File: src/rtl/multicycle_ctrl_gen2_if.sv
// Memory/instruction-register handshake bundle for multicycle_ctrl_gen2.
// The master side is the controller; the slave side is the IR and memory.
interface multicycle_ctrl_gen2_if #(
    parameter int OPCODE_W = 4
);
    logic [OPCODE_W-1:0] opcode;
    logic                mem_ready;
    logic                mem_req;

    modport master (
        input  opcode,
        input  mem_ready,
        output mem_req
    );

    modport slave (
        output opcode,
        output mem_ready,
        input  mem_req
    );
endinterface

File: src/rtl/multicycle_ctrl_gen2.sv
// Multicycle control FSM for the 16-bit datapath with a memory req/ready handshake.
// Optional cycle counter is built only when CTRL_PERF_CNT_EN is defined.
module multicycle_ctrl_gen2 #(
    parameter int OPCODE_W = 4,
    parameter int ICOUNT_W = 16,
    parameter int CCOUNT_W = 32
) (
    input  logic                 CLK,
    input  logic                 reset,
    multicycle_ctrl_gen2_if.master bus,
    output logic [1:0]           iord,
    output logic [1:0]           aluop,
    output logic [1:0]           regsrc,
    output logic [1:0]           pcsrc,
    output logic [1:0]           alusrca,
    output logic [1:0]           alusrcb,
    output logic                 regw,
    output logic                 memw,
    output logic                 mdrw,
    output logic                 srw,
    output logic                 irw,
    output logic                 pcw,
    output logic                 compcodew,
    output logic                 outputw,
    output logic                 aluoutw,
    output logic                 is_lli,
    output logic                 is_slli,
    output logic                 is_branch,
    output logic                 is_decode,
    output logic                 halted,
    output logic                 illegal,
    output logic [ICOUNT_W-1:0]  num_instr,
    output logic [CCOUNT_W-1:0]  num_cycles
);

    typedef enum logic [4:0] {
        S_RESET  = 5'd0,
        S_FETCH  = 5'd1,
        S_FETCH2 = 5'd2,
        S_DECODE = 5'd3,
        S_ADDR   = 5'd4,
        S_LW1    = 5'd5,
        S_LW2    = 5'd6,
        S_SW     = 5'd7,
        S_LMEM1  = 5'd8,
        S_LMEM2  = 5'd9,
        S_SMEM   = 5'd10,
        S_BMEM1  = 5'd11,
        S_BMEM2  = 5'd12,
        S_ADD    = 5'd13,
        S_SUB    = 5'd14,
        S_WB     = 5'd15,
        S_ADDI   = 5'd16,
        S_ADDI2  = 5'd17,
        S_CMPI   = 5'd18,
        S_CMP    = 5'd19,
        S_PREB   = 5'd20,
        S_B      = 5'd21,
        S_LLI    = 5'd22,
        S_SLLI   = 5'd23,
        S_HALT   = 5'd24,
        S_LI     = 5'd25,
        S_SO     = 5'd26
    } state_t;

    typedef struct packed {
        logic       mem_req;
        logic [1:0] iord;
        logic [1:0] aluop;
        logic [1:0] regsrc;
        logic [1:0] pcsrc;
        logic [1:0] alusrca;
        logic [1:0] alusrcb;
        logic       regw;
        logic       memw;
        logic       mdrw;
        logic       srw;
        logic       irw;
        logic       pcw;
        logic       compcodew;
        logic       outputw;
        logic       aluoutw;
        logic       is_lli;
        logic       is_slli;
        logic       is_branch;
        logic       is_decode;
        logic       halted;
    } ctrl_t;

    state_t              state;
    state_t              state_nxt;
    ctrl_t               ctl;
    logic [OPCODE_W-1:0] op;
    logic [3:0]          op_lo;
    logic                op_bad;
    logic                illegal_q;
    logic [ICOUNT_W-1:0] num_instr_q;

    assign op     = bus.opcode;
    assign op_lo  = op[3:0];
    assign op_bad = (op >> 4) != '0;

    function automatic state_t next_of(state_t s, logic [3:0] lo, logic bad, logic rdy);
        state_t n;
        n = S_FETCH;
        case (s)
            S_RESET:  n = S_FETCH;
            S_FETCH:  n = rdy ? S_FETCH2 : S_FETCH;
            S_FETCH2: n = S_DECODE;
            S_DECODE: begin
                if (bad) begin
                    n = S_FETCH;
                end else begin
                    case (lo)
                        4'd0:    n = S_LW1;
                        4'd1:    n = S_SW;
                        4'd2, 4'd3, 4'd4, 4'd5, 4'd8: n = S_ADDR;
                        4'd6:    n = S_ADDI;
                        4'd7:    n = S_CMPI;
                        4'd9:    n = S_PREB;
                        4'd10:   n = S_BMEM1;
                        4'd11:   n = S_LLI;
                        4'd12:   n = S_SLLI;
                        4'd13:   n = S_HALT;
                        4'd14:   n = S_LI;
                        default: n = S_SO;
                    endcase
                end
            end
            // The opcode is re-sampled here; anything outside the ADDR group aborts to fetch.
            S_ADDR: begin
                if (bad) begin
                    n = S_FETCH;
                end else begin
                    case (lo)
                        4'd2:    n = S_LMEM1;
                        4'd3:    n = S_SMEM;
                        4'd4:    n = S_ADD;
                        4'd5:    n = S_SUB;
                        4'd8:    n = S_CMP;
                        default: n = S_FETCH;
                    endcase
                end
            end
            S_LW1:    n = rdy ? S_LW2 : S_LW1;
            S_SW:     n = rdy ? S_FETCH : S_SW;
            S_LMEM1:  n = rdy ? S_LMEM2 : S_LMEM1;
            S_SMEM:   n = rdy ? S_FETCH : S_SMEM;
            S_BMEM1:  n = rdy ? S_BMEM2 : S_BMEM1;
            S_ADD:    n = S_WB;
            S_SUB:    n = S_WB;
            S_ADDI:   n = S_ADDI2;
            S_PREB:   n = S_B;
            S_HALT:   n = S_HALT;
            default:  n = S_FETCH;
        endcase
        return n;
    endfunction

    function automatic ctrl_t outputs_of(state_t s);
        ctrl_t c;
        c        = '0;
        c.regsrc = 2'd3;
        case (s)
            S_FETCH: begin
                c.mem_req = 1'b1; c.alusrca = 2'd3; c.alusrcb = 2'd2;
                c.aluop   = 2'd2; c.aluoutw = 1'b1;
            end
            S_FETCH2: begin c.irw = 1'b1; c.pcw = 1'b1; end
            S_DECODE: begin c.compcodew = 1'b1; c.aluoutw = 1'b1; c.is_decode = 1'b1; end
            S_ADDR:   begin c.mdrw = 1'b1; c.iord = 2'd2; end
            S_LW1:    begin c.mem_req = 1'b1; c.mdrw = 1'b1; c.iord = 2'd2; end
            S_SW:     begin c.mem_req = 1'b1; c.memw = 1'b1; c.iord = 2'd2; end
            S_LMEM1:  begin c.mem_req = 1'b1; c.mdrw = 1'b1; c.iord = 2'd3; end
            S_SMEM: begin
                c.mem_req = 1'b1; c.memw = 1'b1; c.mdrw = 1'b1; c.iord = 2'd3;
            end
            S_BMEM1:  begin c.mem_req = 1'b1; c.mdrw = 1'b1; c.iord = 2'd1; end
            S_LW2, S_LMEM2: begin c.regw = 1'b1; c.regsrc = 2'd0; end
            S_ADD, S_SUB: begin
                c.aluop   = (s == S_SUB) ? 2'd3 : 2'd2;
                c.alusrca = 2'd0; c.alusrcb = 2'd1; c.aluoutw = 1'b1;
            end
            S_WB:     begin c.regw = 1'b1; c.regsrc = 2'd1; c.aluoutw = 1'b1; end
            S_ADDI: begin
                c.aluop = 2'd2; c.alusrca = 2'd1; c.alusrcb = 2'd1; c.aluoutw = 1'b1;
            end
            S_ADDI2:  begin c.regw = 1'b1; c.regsrc = 2'd1; end
            S_CMPI, S_CMP: begin
                c.aluop   = 2'd3;
                c.alusrca = (s == S_CMPI) ? 2'd1 : 2'd0;
                c.alusrcb = 2'd1; c.aluoutw = 1'b1; c.srw = 1'b1;
            end
            S_PREB, S_B: c.is_branch = 1'b1;
            S_BMEM2:  begin c.is_branch = 1'b1; c.pcsrc = 2'd2; end
            S_LLI:    begin c.regw = 1'b1; c.is_lli = 1'b1; c.regsrc = 2'd2; end
            S_SLLI:   begin c.regw = 1'b1; c.is_slli = 1'b1; c.regsrc = 2'd2; end
            S_LI:     begin c.regw = 1'b1; c.regsrc = 2'd3; end
            S_SO:     c.outputw = 1'b1;
            S_HALT:   c.halted = 1'b1;
            default:  ;
        endcase
        return c;
    endfunction

    always_comb begin
        state_nxt = next_of(state, op_lo, op_bad, bus.mem_ready);
    end

    // Outputs are registered from the next state so they line up with the state register
    // and still clear asynchronously with reset (mem_req/memw drop mid-wait).
    always_ff @(posedge CLK or posedge reset) begin
        if (reset) begin
            state       <= S_RESET;
            ctl         <= outputs_of(S_RESET);
            num_instr_q <= '0;
            illegal_q   <= 1'b0;
        end else begin
            state <= state_nxt;
            ctl   <= outputs_of(state_nxt);
            if (state == S_FETCH2) begin
                num_instr_q <= num_instr_q + 1'b1;
            end
            if (state == S_DECODE && op_bad) begin
                illegal_q <= 1'b1;
            end
        end
    end

`ifdef CTRL_PERF_CNT_EN
    logic [CCOUNT_W-1:0] num_cycles_q;

    always_ff @(posedge CLK or posedge reset) begin
        if (reset) begin
            num_cycles_q <= '0;
        end else begin
            num_cycles_q <= num_cycles_q + 1'b1;
        end
    end

    assign num_cycles = num_cycles_q;
`else
    assign num_cycles = '0;
`endif

    assign bus.mem_req = ctl.mem_req;
    assign iord        = ctl.iord;
    assign aluop       = ctl.aluop;
    assign regsrc      = ctl.regsrc;
    assign pcsrc       = ctl.pcsrc;
    assign alusrca     = ctl.alusrca;
    assign alusrcb     = ctl.alusrcb;
    assign regw        = ctl.regw;
    assign memw        = ctl.memw;
    assign mdrw        = ctl.mdrw;
    assign srw         = ctl.srw;
    assign irw         = ctl.irw;
    assign pcw         = ctl.pcw;
    assign compcodew   = ctl.compcodew;
    assign outputw     = ctl.outputw;
    assign aluoutw     = ctl.aluoutw;
    assign is_lli      = ctl.is_lli;
    assign is_slli     = ctl.is_slli;
    assign is_branch   = ctl.is_branch;
    assign is_decode   = ctl.is_decode;
    assign halted      = ctl.halted;
    assign illegal     = illegal_q;
    assign num_instr   = num_instr_q;

endmodule

File: src/flat_wrapper.sv
// flat-port wrapper written by rule: the top's interface ports become plain ports
module multicycle_ctrl_gen2_flat 
#(
    parameter int OPCODE_W = 4,
    parameter int ICOUNT_W = 16,
    parameter int CCOUNT_W = 32
)
  (CLK, reset, iord, aluop, regsrc, pcsrc, alusrca, alusrcb, regw, memw, mdrw, srw, irw, pcw, compcodew, outputw, aluoutw, is_lli, is_slli, is_branch, is_decode, halted, illegal, num_instr, num_cycles, bus_opcode, bus_mem_ready, bus_mem_req);
  multicycle_ctrl_gen2_if #(.OPCODE_W(OPCODE_W)) bus_i ();
  input  logic CLK;
  input  logic reset;
  output logic [1:0] iord;
  output logic [1:0] aluop;
  output logic [1:0] regsrc;
  output logic [1:0] pcsrc;
  output logic [1:0] alusrca;
  output logic [1:0] alusrcb;
  output logic regw;
  output logic memw;
  output logic mdrw;
  output logic srw;
  output logic irw;
  output logic pcw;
  output logic compcodew;
  output logic outputw;
  output logic aluoutw;
  output logic is_lli;
  output logic is_slli;
  output logic is_branch;
  output logic is_decode;
  output logic halted;
  output logic illegal;
  output logic [ICOUNT_W-1:0] num_instr;
  output logic [CCOUNT_W-1:0] num_cycles;
  input wire logic [$bits(bus_i.opcode)-1:0] bus_opcode;
  input wire logic [$bits(bus_i.mem_ready)-1:0] bus_mem_ready;
  output wire logic [$bits(bus_i.mem_req)-1:0] bus_mem_req;
  assign bus_i.opcode = bus_opcode;
  assign bus_i.mem_ready = bus_mem_ready;
  assign bus_mem_req = bus_i.mem_req;
  multicycle_ctrl_gen2 #(.OPCODE_W(OPCODE_W), .ICOUNT_W(ICOUNT_W), .CCOUNT_W(CCOUNT_W)) u_core (.CLK(CLK), .reset(reset), .bus(bus_i), .iord(iord), .aluop(aluop), .regsrc(regsrc), .pcsrc(pcsrc), .alusrca(alusrca), .alusrcb(alusrcb), .regw(regw), .memw(memw), .mdrw(mdrw), .srw(srw), .irw(irw), .pcw(pcw), .compcodew(compcodew), .outputw(outputw), .aluoutw(aluoutw), .is_lli(is_lli), .is_slli(is_slli), .is_branch(is_branch), .is_decode(is_decode), .halted(halted), .illegal(illegal), .num_instr(num_instr), .num_cycles(num_cycles));
endmodule
File: config.mk
export PLATFORM = sky130hd
export DESIGN_NAME = multicycle_ctrl_gen2_flat
export DESIGN_NICKNAME = d
export VERILOG_FILES = /design/src/rtl/multicycle_ctrl_gen2_if.sv /design/src/rtl/multicycle_ctrl_gen2.sv /design/src/flat_wrapper.sv
export SDC_FILE = /design/constraint.sdc
export NUM_CORES = 1
export LEC_CHECK = 0
export CORE_MARGIN = 1
export CORE_UTILIZATION = 25
export DETAILED_ROUTE_END_ITERATION = 7
export PLACE_DENSITY = 0.53
export SLEW_MARGIN = 25
export SYNTH_ARGS = -nofsm -noshare
export SYNTH_HDL_FRONTEND = slang
export SYNTH_SLANG_ARGS = --single-unit
File: constraint.sdc
create_clock -name CLK -period 5.2 [get_ports CLK]
set_clock_uncertainty 0.15 [all_clocks]
set_input_delay 0.78 -clock CLK [delete_from_list [all_inputs] [get_ports CLK]]
set_output_delay 0.78 -clock CLK [all_outputs]
set_load 0.005 [all_outputs]
Yosys cells after proc, flatten, opt, wreduce, memory -nomap -nowiden

Memories as Yosys holds them, arrays and structs flattened.
Cells that the tools add are included.

Logic and storage cells: 112
Memories kept: 1
Bits of input ports: 7
Flip-flop bits (word level): 47
Bits in read-only memories: 80
Output and inout bits: 76

Muxes and demuxes: 28
Reduce and logical (&&, ||, !) cells: 15
Add/sub/neg operators: 1
Eq/ne operators: 45

Memories:

| name             | words | bits a word | read ports | clocked after Yosys merged registers in | wr ports | line                        | source |
|---|---|---|---|---|---|---|---|
| (name not given) | 16    | 5           | 1          | 0                                       | 0        | multicycle_ctrl_gen2.sv:114 | `case (lo)` |

Operators by type and width:

| cell                                                                   | number |
|---|---|
| 5-bit equality test (second input constant)                            | 14 |
| 5-bit by 4-bit equality test with 1-bit output (second input constant) | 13 |
| 5-bit one-hot mux with 13 select lines                                 | 1 |
| 5-bit by 3-bit equality test with 1-bit output (second input constant) | 7 |
| 5-bit one-hot mux with 5 select lines                                  | 1 |
| 5-bit by 2-bit equality test with 1-bit output (second input constant) | 4 |
| 2-bit one-hot mux with 3 select lines                                  | 3 |
| 2-bit OR reduction                                                     | 9 |
| 16-bit by 1-bit adder with 16-bit output (second input constant)       | 1 |
| 4-bit one-hot mux with 4 select lines                                  | 1 |
| 1-bit 2-to-1 mux                                                       | 15 |
| 5-bit by 1-bit equality test with 1-bit output (second input constant) | 2 |
| 4-bit by 2-bit equality test with 1-bit output (second input constant) | 2 |
| 4-bit by 3-bit equality test with 1-bit output (second input constant) | 2 |
| 2-bit 2-to-1 mux                                                       | 4 |
| 8-bit OR reduction                                                     | 1 |
| 7-bit OR reduction                                                     | 1 |
| 3-bit 2-to-1 mux                                                       | 2 |
| 3-bit OR reduction                                                     | 2 |
| 6-bit OR reduction                                                     | 1 |
| 5-bit OR reduction                                                     | 1 |
| 4-bit equality test (second input constant)                            | 1 |
| 4-bit 2-to-1 mux                                                       | 1 |

Depth between registers and ports, before layout

Depth after elaboration: 6
Depth in mapped cells: 11
Gate-level depth less buffers: 10

Worst setup path after synthesis

OpenSTA, ideal clock, no wires.

Path type: input to register
From: in bus_opcode[0]
To: reg u_core.ctl, in the netlist u_core.regw
Library setup time: 131 ps
Buffers on the path: 0
Data required time: 4919 ps
Stages: 9
Arrival time: 2536 ps
Slack: 2383 ps
Cells stage by stage: inv_1 ha_1 nand3b_1 a2111oi_0 nor3_1 a2111o_1 nand2_1 o21ai_1 or3_1

Word-level cells in the longest chain between the ends: 6
Elaborated cells between the ends (all ways): 17
Those cells by class: 12 x eq/ne; 3 x mux; 1 x reduce/logical; 1 x memory

RTL lines:

| element                                                   | line                        | source |
|---|---|---|
| start, declared                                           | flat_wrapper.sv:35          | `input wire logic [$bits(bus_i.opcode)-1:0] bus_opcode;` |
| branches (longest 2 deep; another with memory 16 x 5 bit) | -                           |  |
| 5-bit one-hot mux with 13 select lines *                  | multicycle_ctrl_gen2.sv:106 | `case (s)` |
| 5-bit equality test, or another cell as far along         | multicycle_ctrl_gen2.sv:164 | `case (s)` |
| 7-bit OR reduction (no line) *                            | -                           |  |
| 1-bit 2-to-1 mux *                                        | multicycle_ctrl_gen2.sv:164 |  |
| end signal, assigned                                      | multicycle_ctrl_gen2.sv:215 | `ctl <= outputs_of(S_RESET);` |
| end signal, assigned                                      | multicycle_ctrl_gen2.sv:220 | `ctl <= outputs_of(state_nxt);` |
| end, declared                                             | multicycle_ctrl_gen2.sv:92  | `ctrl_t ctl;` |

Every way passes the cells marked *.
A chain may end at the register's enable or synchronous reset.

Worst setup path in the final report

Same ends and word-level chain as after synthesis.

==> impl_metrics.env <==
export IMPL_avg_cell_area_syn_sq_um=9.45
export IMPL_cts_sinks=44
export IMPL_finalHoldViolations=0
export IMPL_worstHoldPathType="reg -> reg"
export IMPL_tns_ns=0
export IMPL_grt_first_pass_wirelength_mm=8.91
export IMPL_io_buffer_count=48
export IMPL_tightestPinTransition_ns=0.664
export IMPL_grt_max_degree=45
export IMPL_timing_worst_setup_path_type="in -> reg"
export IMPL_synth_edff_count=0
export IMPL_synthesis_instances=286
export IMPL_synth_largest_type_area_fraction_pct=38.9
export IMPL_htree_num_levels=2
export IMPL_post_dp_hpwl_mm=4.03
export IMPL_report_power_total_w=0.00145
export IMPL_cp_required_ns=5.23
export IMPL_power_per_cell_area_nw_per_um2=451
export IMPL_cts_repair_timing_setup_buffer_count=0
export IMPL_initial_cell_density_of_the_core_pct=26.0
export IMPL_layout_drive_gt1_share_pct=6.83
export IMPL_clock_tree_root_cell="sky130_fd_sc_hd__clkbuf_8"
export IMPL_slew_limit_headroom_pct=55.8
export IMPL_synthDistinctLibCells=60
export IMPL_postSynth_asyncResetShare_pct=100
export IMPL_detail_route_drc_violations=0
export IMPL_coreArea_sq_um=10400
export IMPL_grt_pass1_vias=1744
export IMPL_timing_critical_path_slowest_stage_cell="sky130_fd_sc_hd__clkdlybuf4s50_1"
export IMPL_synth_top_area_cell="sky130_fd_sc_hd__dfrtp_1"
export IMPL_place_congestion=0.843
export IMPL_via_count=2003
export IMPL_critPathArrivalTime_ns=3.65
export IMPL_initial_antenna_violation_count=0
export IMPL_timing_critical_path_cells="clkdlybuf4s50_1 -> inv_1 -> ha_1 -> nand3b_1 -> a2111oi_0 -> nor3_1 -> a2111o_1 -> nand2_1 -> o21ai_1 -> or3_1"
export IMPL_hold_buffer_count_at_cts=0
export IMPL_drt_first_iter_violations=103
export IMPL_grt_total_ovfl=0
export IMPL_die_h_microns=106
export IMPL_place_worst_setup_slack_ns=1.31
export IMPL_mappedNetlistArea_sq_um=2700
export IMPL_cp_end_kind="flip-flop"
export IMPL_synth_cells_most_frequent="42 x sky130_fd_sc_hd__dfrtp_1, 39 x sky130_fd_sc_hd__buf_4, 22 x sky130_fd_sc_hd__nand2_1"
export IMPL_synth_flop_cell="sky130_fd_sc_hd__dfrtp_1"
export IMPL_drt_total_wl_mm=5.55
export IMPL_top_level_ports=83
export IMPL_power_ir_vdd_worst_mv=0.152
export IMPL_finalCriticalPeriod_ns=3.62
export IMPL_clk_pin_slew_worst_paths_ns=0.08
export IMPL_timing_fmax_ghz=0.276
export IMPL_antenna_cells=0
export IMPL_placement_rows=37
export IMPL_worst_skew_pair_late_latency_ns=0.30
export IMPL_finish_net_count=333
export IMPL_rsz0062_at_grt="no"
export IMPL_synth_seq_cells=44
export IMPL_synth_yosys_warnings=0
export IMPL_final_fill_count=1094
export IMPL_tritoncts="done"
export IMPL_p_leak_nw=1.38
export IMPL_multi_input_gate_area_sq_um=1290
export IMPL_ys_top_cells_by_area="sky130_fd_sc_hd__dfrtp_1 39%, sky130_fd_sc_hd__buf_4 11%, sky130_fd_sc_hd__xnor2_1 3.6%"
export IMPL_die_area_sq_um=11200
export IMPL_cts_repair_resized=0
export IMPL_clk_path_buf_depth=2
export IMPL_drt_first_pass_iters=4
export IMPL_ys_seq_area_share_pct=40.8
export IMPL_wire_per_inst_microns=12.1
export IMPL_report_final_setup_viol=0
export IMPL_track_usage_pct=10.1
export IMPL_route_antenna_remaining_nets=0
export IMPL_numCtsBuffers=5
export IMPL_critical_path_startpoint_type="input port"
export IMPL_via_per_inst=4.37
export IMPL_final_setup_worst_slack_ns=1.58
export IMPL_finalMaxSlewViolations=0
export IMPL_die_w_microns=106
export IMPL_placed_cells=450
export IMPL_cp_slowest_stage_delay_ns=0.61
export IMPL_areaGrowthSynthToFinish_pct=18.5
export IMPL_outcome="finished, final reports clean"
export IMPL_period_utilisation_layout_pct=69.6
export IMPL_worstPathMaxFanout=16
export IMPL_storage_cell_area_sq_um=1100
export IMPL_synth_most_common_cell="sky130_fd_sc_hd__dfrtp_1"
export IMPL_maxCapViolCount=0
export IMPL_non_filler_instance_count_after_layout=458
## per-layer routing
metal  up-vias  global-route usage, %  wire length [microns]
met3        12                   2.39                    321
met4         0                   3.87                     85
met5         -                      0                      0
met1       933                   13.7                   2720
li1        982                      -                      -
met2        76                   15.3                   2420
## sequential cells by signal, summed over array words and instances, names as in the netlist, 2 cells and up
signal,cells
u_core.iord,2
u_core.regsrc,2
u_core.alusrca,2
u_core.state,5
u_core.num_instr,16
u_core.aluop,2
## through the flow
stage	utilization, %	cell area [sq um]	hold WS (ns)
finish	30.8	3200	0.323
floorplan	-	2830	0.315
CTS	30.8	3200	0.325
global route	30.8	3200	0.345
global placement	29.7	3100	0.311
detailed placement	29.7	3100	0.314
## area by class of cell
type                            instances  share of cell area, %
Multi-Input combinational cell        210                   40.4
Clock inverter                          2                   1.09
Inverter                               11                   1.29
Sequential cell                        44                   34.4
Timing Repair Buffer                   49                   15.2
Tap cell                              136                   5.31
Clock buffer                            6                   2.26
## layout by cell type (no fill, tap or decap), types with 2 or more instances in the layout
cell type	count
sky130_fd_sc_hd__nor2b_1	5
sky130_fd_sc_hd__a211o_1	2
sky130_fd_sc_hd__nand4_1	5
sky130_fd_sc_hd__clkbuf_8	5
sky130_fd_sc_hd__and3_1	7
sky130_fd_sc_hd__o211ai_1	5
sky130_fd_sc_hd__nor2_1	16
sky130_fd_sc_hd__inv_1	7
sky130_fd_sc_hd__conb_1	34
sky130_fd_sc_hd__xnor2_1	11
sky130_fd_sc_hd__mux2i_1	4
sky130_fd_sc_hd__a21oi_1	11
sky130_fd_sc_hd__dfrtp_1	42
sky130_fd_sc_hd__nand3b_1	4
sky130_fd_sc_hd__mux2_2	2
sky130_fd_sc_hd__dfstp_2	2
sky130_fd_sc_hd__o21ai_1	6
sky130_fd_sc_hd__o21bai_1	2
sky130_fd_sc_hd__clkdlybuf4s50_1	48
sky130_fd_sc_hd__nand2b_1	5
sky130_fd_sc_hd__o21ai_0	4
sky130_fd_sc_hd__or2_0	2
sky130_fd_sc_hd__xor2_1	6
sky130_fd_sc_hd__nand2_1	22
sky130_fd_sc_hd__nor3_1	13
sky130_fd_sc_hd__ha_1	5
sky130_fd_sc_hd__nand3_1	8
sky130_fd_sc_hd__and2_1	2
sky130_fd_sc_hd__inv_2	3
## where the power goes
part | switching [W] | leakage (nW) | internal (W)
Sequential | 0.000118 | 0.585 | 0.000427
Clock | 0.000114 | 0.0552 | 0.000143
Combinational | 0.000339 | 0.740 | 0.000306
Total | 0.000571 | 1.38 | 0.000875
## critical path: cells and delay by family
family	cells	cell delay, ns
compound gates	3	1.11
fa+ha+maj	1	0.24
buf+inv	2	0.72
simple gates	4	0.78
## cells by family (layout without fill, tap and decap cells)
group	Yosys count	in the layout	share of synthesized area [%]
AND/OR/NAND/NOR	100	100	20.5
buffers and inverters	65	68	15.9
adder cells (fa/ha/maj)	5	5	2.31
XOR/XNOR	17	17	5.51
multiplexers	6	6	2.31
other	1	34	0.139
AO/OA/AOI/OAI	48	48	12.4
flip-flops	44	44	40.8
## path summary, 6_finish.rpt
check / startpoint / to / slack, ns / cells after the start
max reg2reg: u_core.state[2]$_DFF_PP0_ / u_core.regw$_DFF_PP0_ / 2.29 / 7
max in group asynchronous: reset / u_core.regsrc[1]$_DFF_PP1_ / 3.76 / 3
max: bus_opcode[0] / u_core.regw$_DFF_PP0_ / 1.58 / 10
min in group asynchronous: reset / u_core.num_instr[4]$_DFFE_PP0P_ / 0.77 / 3
min: u_core.num_instr[15]$_DFFE_PP0P_ / u_core.num_instr[15]$_DFFE_PP0P_ / 0.32 / 1
min reg2reg: u_core.num_instr[15]$_DFFE_PP0P_ / u_core.num_instr[15]$_DFFE_PP0P_ / 0.32 / 1
No activity file was read; power rests on OpenSTA's default activity.
